File: src/rtl/branch_predict_unit_if.sv
`default_nettype none
// ============================================================================
//  Module   : branch_predict_unit_if
//  Function : Fetch-prediction, EX-resolution and statistics bundle between
//             the pipeline (master) and the branch predict unit (slave).
//  Revision : 1.0
// ============================================================================
interface branch_predict_unit_if #(
  parameter int DATA_W = 32,
  parameter int PC_W   = 32,
  parameter int STAT_W = 16
);
  // IF-stage prediction lookup
  logic [PC_W-1:0]   if_pc;
  logic              pred_taken;
  // EX-stage branch to resolve
  logic              ex_valid;
  logic              ex_stall;
  logic              ex_flush;
  logic [3:0]        ex_branch;
  logic [DATA_W-1:0] ex_op_a;
  logic [DATA_W-1:0] ex_op_b;
  logic [PC_W-1:0]   ex_pc;
  logic              ex_pred_taken;
  // Registered resolution result
  logic              res_valid;
  logic              res_taken;
  logic              res_mispredict;
  logic              res_link;
  // Statistics
  logic              stat_clr;
  logic [STAT_W-1:0] br_count;
  logic [STAT_W-1:0] mp_count;

  modport master (
    output if_pc, ex_valid, ex_stall, ex_flush, ex_branch, ex_op_a, ex_op_b,
           ex_pc, ex_pred_taken, stat_clr,
    input  pred_taken, res_valid, res_taken, res_mispredict, res_link,
           br_count, mp_count
  );

  modport slave (
    input  if_pc, ex_valid, ex_stall, ex_flush, ex_branch, ex_op_a, ex_op_b,
           ex_pc, ex_pred_taken, stat_clr,
    output pred_taken, res_valid, res_taken, res_mispredict, res_link,
           br_count, mp_count
  );
endinterface
`default_nettype wire

File: src/rtl/branch_predict_unit.sv
`default_nettype none
// ============================================================================
//  Module   : branch_predict_unit
//  Function : Branch resolution unit with a bimodal predictor. A table of
//             2-bit saturating counters indexed by PC gives the IF-stage
//             prediction; the EX stage resolves signed branch conditions,
//             trains the table and registers the outcome for flush logic.
//  Revision : 1.0
// ============================================================================
module branch_predict_unit #(
  parameter int         DATA_W      = 32,
  parameter int         PC_W        = 32,
  parameter int         BHT_ENTRIES = 64,
  parameter int         IDX_LSB     = 2,
  parameter logic [1:0] CNT_INIT    = 2'b01,
  parameter int         STAT_W      = 16
) (
  input  logic                  clk,
  input  logic                  rst_n,
  branch_predict_unit_if.slave  bus
);

  localparam int IDX_W = $clog2(BHT_ENTRIES);

  // Counter states of each table entry
  localparam logic [1:0] SNT = 2'b00;
  localparam logic [1:0] WNT = 2'b01;
  localparam logic [1:0] WT  = 2'b10;
  localparam logic [1:0] ST  = 2'b11;

  // Branch codes
  localparam logic [3:0] BR_BEQ    = 4'd0;
  localparam logic [3:0] BR_BNE    = 4'd1;
  localparam logic [3:0] BR_BGEZ   = 4'd2;
  localparam logic [3:0] BR_BGTZ   = 4'd3;
  localparam logic [3:0] BR_BLEZ   = 4'd4;
  localparam logic [3:0] BR_BLTZ   = 4'd5;
  localparam logic [3:0] BR_BGEZAL = 4'd6;
  localparam logic [3:0] BR_BLTZAL = 4'd7;

  localparam logic [STAT_W-1:0] STAT_MAX = {STAT_W{1'b1}};

  // --------------------------------------------------------------------------
  // Declarations
  // --------------------------------------------------------------------------
  logic [1:0]        bht [BHT_ENTRIES];
  logic [IDX_W-1:0]  if_idx;
  logic [IDX_W-1:0]  ex_idx;
  logic [1:0]        cnt_cur;
  logic [1:0]        cnt_next;
  logic              bht_we;

  logic              accept;
  logic              is_branch;
  logic              is_link;
  logic              taken;
  logic              mispredict;
  logic              a_neg;
  logic              a_zero;
  logic              a_eq_b;

  logic              res_valid_q;
  logic              res_taken_q;
  logic              res_mispredict_q;
  logic              res_link_q;
  logic [STAT_W-1:0] br_count_q;
  logic [STAT_W-1:0] mp_count_q;

  // PC bits outside the index field are intentionally ignored (aliasing)
  logic              unused_pc_bits;
  assign unused_pc_bits = ^{bus.if_pc, bus.ex_pc};

  // --------------------------------------------------------------------------
  // Index extraction and EX qualification
  // --------------------------------------------------------------------------
  assign if_idx = bus.if_pc[IDX_LSB +: IDX_W];
  assign ex_idx = bus.ex_pc[IDX_LSB +: IDX_W];

  // Flush kills the instruction even when it is also stalled
  assign accept     = bus.ex_valid & ~bus.ex_stall & ~bus.ex_flush;
  assign is_branch  = ~bus.ex_branch[3];
  assign is_link    = (bus.ex_branch == BR_BGEZAL) | (bus.ex_branch == BR_BLTZAL);
  assign mispredict = taken ^ bus.ex_pred_taken;

  // Two's-complement sign and zero of rs, equality against rt
  assign a_neg  = bus.ex_op_a[DATA_W-1];
  assign a_zero = (bus.ex_op_a == '0);
  assign a_eq_b = (bus.ex_op_a == bus.ex_op_b);

  // Resolve the branch direction; codes 8-15 are non-branches (never taken)
  always_comb begin
    taken = 1'b0;
    case (bus.ex_branch)
      BR_BEQ:    taken = a_eq_b;
      BR_BNE:    taken = ~a_eq_b;
      BR_BGEZ:   taken = ~a_neg;
      BR_BGTZ:   taken = ~a_neg & ~a_zero;
      BR_BLEZ:   taken = a_neg | a_zero;
      BR_BLTZ:   taken = a_neg;
      BR_BGEZAL: taken = ~a_neg;
      BR_BLTZAL: taken = a_neg;
      default:   taken = 1'b0;
    endcase
  end

  // --------------------------------------------------------------------------
  // Counter table: state register / next-state / output
  // --------------------------------------------------------------------------
  assign bht_we  = accept & is_branch;
  assign cnt_cur = bht[ex_idx];

  // State register: every entry restarts at CNT_INIT, one entry trained per accept
  always_ff @(posedge clk or negedge rst_n) begin
    if (!rst_n) begin
      for (int i = 0; i < BHT_ENTRIES; i++) begin
        bht[i] <= CNT_INIT;
      end
    end else if (bht_we) begin
      bht[ex_idx] <= cnt_next;
    end
  end

  // Next state: taken moves toward ST, not-taken toward SNT, saturating at both ends
  always_comb begin
    cnt_next = cnt_cur;
    case (cnt_cur)
      SNT:     cnt_next = taken ? WNT : SNT;
      WNT:     cnt_next = taken ? WT  : SNT;
      WT:      cnt_next = taken ? ST  : WNT;
      ST:      cnt_next = taken ? ST  : WT;
      default: cnt_next = cnt_cur;
    endcase
  end

  // Output: prediction is the counter MSB, read without write bypass
  always_comb begin
    bus.pred_taken = bht[if_idx][1];
  end

  // --------------------------------------------------------------------------
  // Registered resolution result
  // --------------------------------------------------------------------------
  // Pulse res_valid per accepted instruction; other fields hold when idle
  always_ff @(posedge clk or negedge rst_n) begin
    if (!rst_n) begin
      res_valid_q      <= 1'b0;
      res_taken_q      <= 1'b0;
      res_mispredict_q <= 1'b0;
      res_link_q       <= 1'b0;
    end else begin
      res_valid_q <= accept;
      if (accept) begin
        res_taken_q      <= taken;
        res_mispredict_q <= mispredict;
        res_link_q       <= is_link;
      end
    end
  end

  // --------------------------------------------------------------------------
  // Statistics
  // --------------------------------------------------------------------------
  // Saturating branch / mispredict counters; clear takes priority over counting
  always_ff @(posedge clk or negedge rst_n) begin
    if (!rst_n) begin
      br_count_q <= '0;
      mp_count_q <= '0;
    end else if (bus.stat_clr) begin
      br_count_q <= '0;
      mp_count_q <= '0;
    end else begin
      if (accept && is_branch && (br_count_q != STAT_MAX)) begin
        br_count_q <= br_count_q + 1'b1;
      end
      if (accept && mispredict && (mp_count_q != STAT_MAX)) begin
        mp_count_q <= mp_count_q + 1'b1;
      end
    end
  end

  assign bus.res_valid      = res_valid_q;
  assign bus.res_taken      = res_taken_q;
  assign bus.res_mispredict = res_mispredict_q;
  assign bus.res_link       = res_link_q;
  assign bus.br_count       = br_count_q;
  assign bus.mp_count       = mp_count_q;

endmodule
`default_nettype wire

File: src/flat_wrapper.sv
// flat-port wrapper written by rule: the top's interface ports become plain ports
module branch_predict_unit_flat 
#(
  parameter int         DATA_W      = 32,
  parameter int         PC_W        = 32,
  parameter int         BHT_ENTRIES = 64,
  parameter int         IDX_LSB     = 2,
  parameter logic [1:0] CNT_INIT    = 2'b01,
  parameter int         STAT_W      = 16
)
  (clk, rst_n, bus_if_pc, bus_ex_valid, bus_ex_stall, bus_ex_flush, bus_ex_branch, bus_ex_op_a, bus_ex_op_b, bus_ex_pc, bus_ex_pred_taken, bus_stat_clr, bus_pred_taken, bus_res_valid, bus_res_taken, bus_res_mispredict, bus_res_link, bus_br_count, bus_mp_count);
  branch_predict_unit_if #(.DATA_W(DATA_W), .PC_W(PC_W), .STAT_W(STAT_W)) bus_i ();
  input  logic clk;
  input  logic rst_n;
  input wire logic [$bits(bus_i.if_pc)-1:0] bus_if_pc;
  input wire logic [$bits(bus_i.ex_valid)-1:0] bus_ex_valid;
  input wire logic [$bits(bus_i.ex_stall)-1:0] bus_ex_stall;
  input wire logic [$bits(bus_i.ex_flush)-1:0] bus_ex_flush;
  input wire logic [$bits(bus_i.ex_branch)-1:0] bus_ex_branch;
  input wire logic [$bits(bus_i.ex_op_a)-1:0] bus_ex_op_a;
  input wire logic [$bits(bus_i.ex_op_b)-1:0] bus_ex_op_b;
  input wire logic [$bits(bus_i.ex_pc)-1:0] bus_ex_pc;
  input wire logic [$bits(bus_i.ex_pred_taken)-1:0] bus_ex_pred_taken;
  input wire logic [$bits(bus_i.stat_clr)-1:0] bus_stat_clr;
  output wire logic [$bits(bus_i.pred_taken)-1:0] bus_pred_taken;
  output wire logic [$bits(bus_i.res_valid)-1:0] bus_res_valid;
  output wire logic [$bits(bus_i.res_taken)-1:0] bus_res_taken;
  output wire logic [$bits(bus_i.res_mispredict)-1:0] bus_res_mispredict;
  output wire logic [$bits(bus_i.res_link)-1:0] bus_res_link;
  output wire logic [$bits(bus_i.br_count)-1:0] bus_br_count;
  output wire logic [$bits(bus_i.mp_count)-1:0] bus_mp_count;
  assign bus_i.if_pc = bus_if_pc;
  assign bus_i.ex_valid = bus_ex_valid;
  assign bus_i.ex_stall = bus_ex_stall;
  assign bus_i.ex_flush = bus_ex_flush;
  assign bus_i.ex_branch = bus_ex_branch;
  assign bus_i.ex_op_a = bus_ex_op_a;
  assign bus_i.ex_op_b = bus_ex_op_b;
  assign bus_i.ex_pc = bus_ex_pc;
  assign bus_i.ex_pred_taken = bus_ex_pred_taken;
  assign bus_i.stat_clr = bus_stat_clr;
  assign bus_pred_taken = bus_i.pred_taken;
  assign bus_res_valid = bus_i.res_valid;
  assign bus_res_taken = bus_i.res_taken;
  assign bus_res_mispredict = bus_i.res_mispredict;
  assign bus_res_link = bus_i.res_link;
  assign bus_br_count = bus_i.br_count;
  assign bus_mp_count = bus_i.mp_count;
  branch_predict_unit #(.DATA_W(DATA_W), .PC_W(PC_W), .BHT_ENTRIES(BHT_ENTRIES), .IDX_LSB(IDX_LSB), .CNT_INIT(CNT_INIT), .STAT_W(STAT_W)) u_core (.clk(clk), .rst_n(rst_n), .bus(bus_i));
endmodule
File: config.mk
export PLATFORM = sky130hd
export DESIGN_NAME = branch_predict_unit_flat
export DESIGN_NICKNAME = d
export VERILOG_FILES = /design/src/rtl/branch_predict_unit_if.sv /design/src/rtl/branch_predict_unit.sv /design/src/flat_wrapper.sv
export SDC_FILE = /design/constraint.sdc
export NUM_CORES = 1
export LEC_CHECK = 0
export BUFFER_PORTS_ARGS = -buffer_cell sky130_fd_sc_hd__buf_2
export CORE_MARGIN = 2
export CORE_UTILIZATION = 40
export DETAILED_ROUTE_END_ITERATION = 7
export PLACE_DENSITY = 0.67
export SLEW_MARGIN = 40
export SYNTH_ARGS = -nofsm -noshare
export SYNTH_HDL_FRONTEND = slang
export SYNTH_SLANG_ARGS = --single-unit
File: constraint.sdc
create_clock -name clk -period 3.2 [get_ports clk]
set_input_delay 0 -clock clk [delete_from_list [all_inputs] [get_ports clk]]
set_output_delay 0 -clock clk [all_outputs]
set_load 0.03 [all_outputs]
==> results by group <==
Status
  – Status: complete, but fails checks
  – Failing checks: negative hold slack

Die
  – Initial Utilization: 0.405
  – Die area: roughly 0.023 mm^2
  – Chip width: 152 um
  – Die height: roughly 150 um
  – Row count: 54
  – Number of top-level pins: ~180
  – CORE AREA: roughly 0.022 mm^2

Critical path
  – Arr. time, crit path: a little under 3 ns
  – Peak fanout along the critical path: 12
  – CP startpoint: bus_ex_branch[1]
  – R2R cell count: 9
  – CP endpoint kind: flip-flop
  – Worst R2R Setup Slack: 0.61 ns
  – Worst setup SP type: input port
  – Critical R2R Launch: u_core.bht[121]$_DFFE_PN0P_
  – WP data required: roughly 3.6 ns
  – R2R Path End: u_core.bht[93]$_DFFE_PN0P_
  – WS Path Type: in -> reg
  – CP endpoint: u_core.bus.mp_count[7]$_DFFE_PN0P_

Pwr
  – Power per cell area: 464 mW/mm^2
  – Static Leak: about 4.5 nW
  – Worst VDD drop: approximately 0.27 mV

GRT
  – Number of global-route vias before repair: 7371
  – First-pass GRT wire length: ~40 mm
  – Initial antenna violation count: 0
  – Total GRT Usage: 0.213
  – Total gr overflow: 0
  – Largest net degree at the start of global routing: 92

Logic synthesis
  – Yosys reg bits: approximately 160
  – Mapped Area: between 0.008 and 0.009 mm^2
  – Syn avg cell area: between 9 and 10 um^2
  – Synth unique cells: 53
  – Synthesized instance count: between 800 and 900
  – Most used DFF post-synth: dfrtp_1
  – Syn nets: between 1000 and 1500
  – Synth warn: 0
  – Post-synth EDFFs: 0
  – Synth async-reset ratio: 1.00
  – Seq/Total Area, Yosys: 0.474

STA
  – Skew final: approximately 0.012 ns
  – Min cycle time layout: around 2.6 ns
  – Fin Setup TNS: 0 ns
  – Final setup violation count: 0
  – Endpoints failing hold: 1
  – Tcrit/Tclk final: 0.824
  – Tightest Pin Transition: approximately 0.79 ns
  – Slew Limit Fails: 0
  – Fmax: between 300 and 400 MHz
  – Final hold slack: -0.0000717 ns
  – RSZ-0062 raised after global routing: false
  – Worst setup margin: around 0.56 ns
  – Max-slew headroom: 0.472

Finish
  – Layout net count: between 1000 and 1500
  – Antenna diode count: 0
  – Fill cell count: 2036
  – Final core occ: 0.481
  – Final Non-Filler Cells: between 1000 and 1500
  – Commonest non-fill, non-tap cell in the layout: nor2_1
  – P&R area growth vs syn: 18.6%
  – Share of cells above drive strength 1: 0.292
  – Most frequent cells in the layout: 197 x nor2_1, 141 x a21oi_1, 121 x buf_2, 100 x dfrtp_1, 64 x dfstp_2

Clock network
  – CTS tree: yes
  – TritonCTS Buffers: 17
  – Worst-path clk slew: roughly 0.060 ns
  – Root Driver: clkbuf_16
  – CTS resizes: 0
  – Postcts setup bufs: 0
  – Clock buffer depth: 2
  – Clk_lat worst skew: around 0.43 ns
  – H-tree depth: 4
  – Clk sink count: 164

Hold path
  – Hold Crit Class: in -> async

Routing
  – Drt drc: 0
  – Via count: about 7500
  – Via/cell ratio: 5.71
  – WL final: around 25 mm
  – First-pass iteration count of the detailed router: 7
  – Antenna Nets Post-Route: 0
  – First DRT Iteration DRCs: 594
  – Routed length per placed instance: 18.7 um

Flow run
  – Max-Cap Viols: 0

Placed design
  – GP Congestion: 0.849
  – PortBufs: 123
  – Post-Place Cells: between 1000 and 1500
  – Post-place setup slack: 0.291 ns
  – Detailed Place HPWL: between 15 and 20 mm
==> worst min-delay path by stage <==
stage | depth (start not counted) | from | to | slack [ns]
after floorplan | 0 | rst_n | u_core.bht[101]$_DFFE_PN0P_ | -0.30
after CTS | 3 | bus_ex_stall | u_core.bus.res_valid$_DFF_PN0_ | 0.009
after detailed placement | 1 | rst_n | u_core.bht[119]$_DFFE_PN0P_ | 0.14
final | 2 | rst_n | u_core.bht[127]$_DFFE_PN0P_ | -0.00007
after global routing | 2 | rst_n | u_core.bht[51]$_DFFE_PN0P_ | 0.01
after global placement | 1 | rst_n | u_core.bht[125]$_DFFE_PN0P_ | 0.14
==> metrics by stage <==
step / cell area [um^2] / total power, mW
floorplan: 8820 / 2.60
global placement: 9800 / 2.84
detailed placement: 9800 / 2.86
CTS: 10400 / 4.89
global route: 10500 / 5.04
finish: 10500 / 4.86
==> critical path, stage by stage <==
cell and delay (ns):
dlygate4sd3_1 0.54, buf_2 0.15, or4_1 0.51, or3_1 0.36, and4_4 0.23, or3_1 0.47, buf_4 0.24, or3_1 0.34
a21oi_1 0.15
==> area by class of cell <==
type,count,area [um^2],share of cell area
clock buffers,23,468,0.0447
clock inverters,9,104,0.00993
inverters,14,52.6,0.00502
multi-input cells,672,4390,0.419
flip-flops and latches,164,4180,0.400
well taps,280,350,0.0335
repair buffers,152,917,0.0877
==> logic make-up after synthesis <==
group,after synthesis,share of synthesized area
and+or+nand+nor,339,0.176
DFF,164,0.474
adders and majority gates,3,0.00397
muxes,65,0.129
xor gates and xnor gates,47,0.0467
buffers and inverters,62,0.0287
AOI/OAI and AO/OA,218,0.141
==> where the power goes <==
part | total [mW] | switching, mW | internal (mW)
combinational | 0.596 | 0.358 | 0.238
sequential | 2.24 | 0.0556 | 2.19
clock | 2.02 | 0.830 | 1.19
total | 4.86 | 1.24 | 3.61
==> Yosys cell counts (all sizes together) (3+ instances only) <==
cell type  instances  area, um^2
nor2             197         739
a21oi            141         706
dfrtp            100        2500
dfstp             64        1680
xor2              41         359
mux4              37         833
nand2             32         120
buf               25         114
clkbuf            23        86.3
nand3             21         105
o21ai             20         100
mux2              18         203
nor4              18         113
or3               16         100
inv               14        52.6
a31oi             13        81.3
and3              12        75.1
nand4             12        75.1
a22oi             10        75.1
mux2i             10         100
a221oi             9        78.8
xnor2              6        52.6
nor2b              5        31.3
o22ai              5        31.3
or4                5        41.3
nand3b             4        30.0
o31ai              4        30.0
and2               3        18.8
and4               3        28.8
o211ai             3        22.5
or3b               3        26.3
==> sequential cells by signal, indices dropped and copies added (netlist names) <==
signal	flops
u_core.bus.res_link	1
u_core.bus.br_count	16
u_core.bus.res_valid	1
u_core.bus.res_mispredict	1
u_core.bus.mp_count	16
u_core.bus.res_taken	1
u_core.bht	128
==> layer usage <==
| layer | share of wire | GRT usage | routed length (um) |
|---|---|---|---|
| met1 | 0.44 | 0.303 | 10800 |
| met2 | 0.46 | 0.324 | 11300 |
| met3 | 0.078 | 0.0486 | 1910 |
| met4 | 0.022 | 0.0701 | 533 |
| met5 | 0 | 0 | 0 |
==> repair_timing <==
action,CTS,global route
hold buffers,6,0
endpoints found under the hold margin,48,0
endpoints found under the setup margin,0,0
Power figures use the tool's default switching activity.
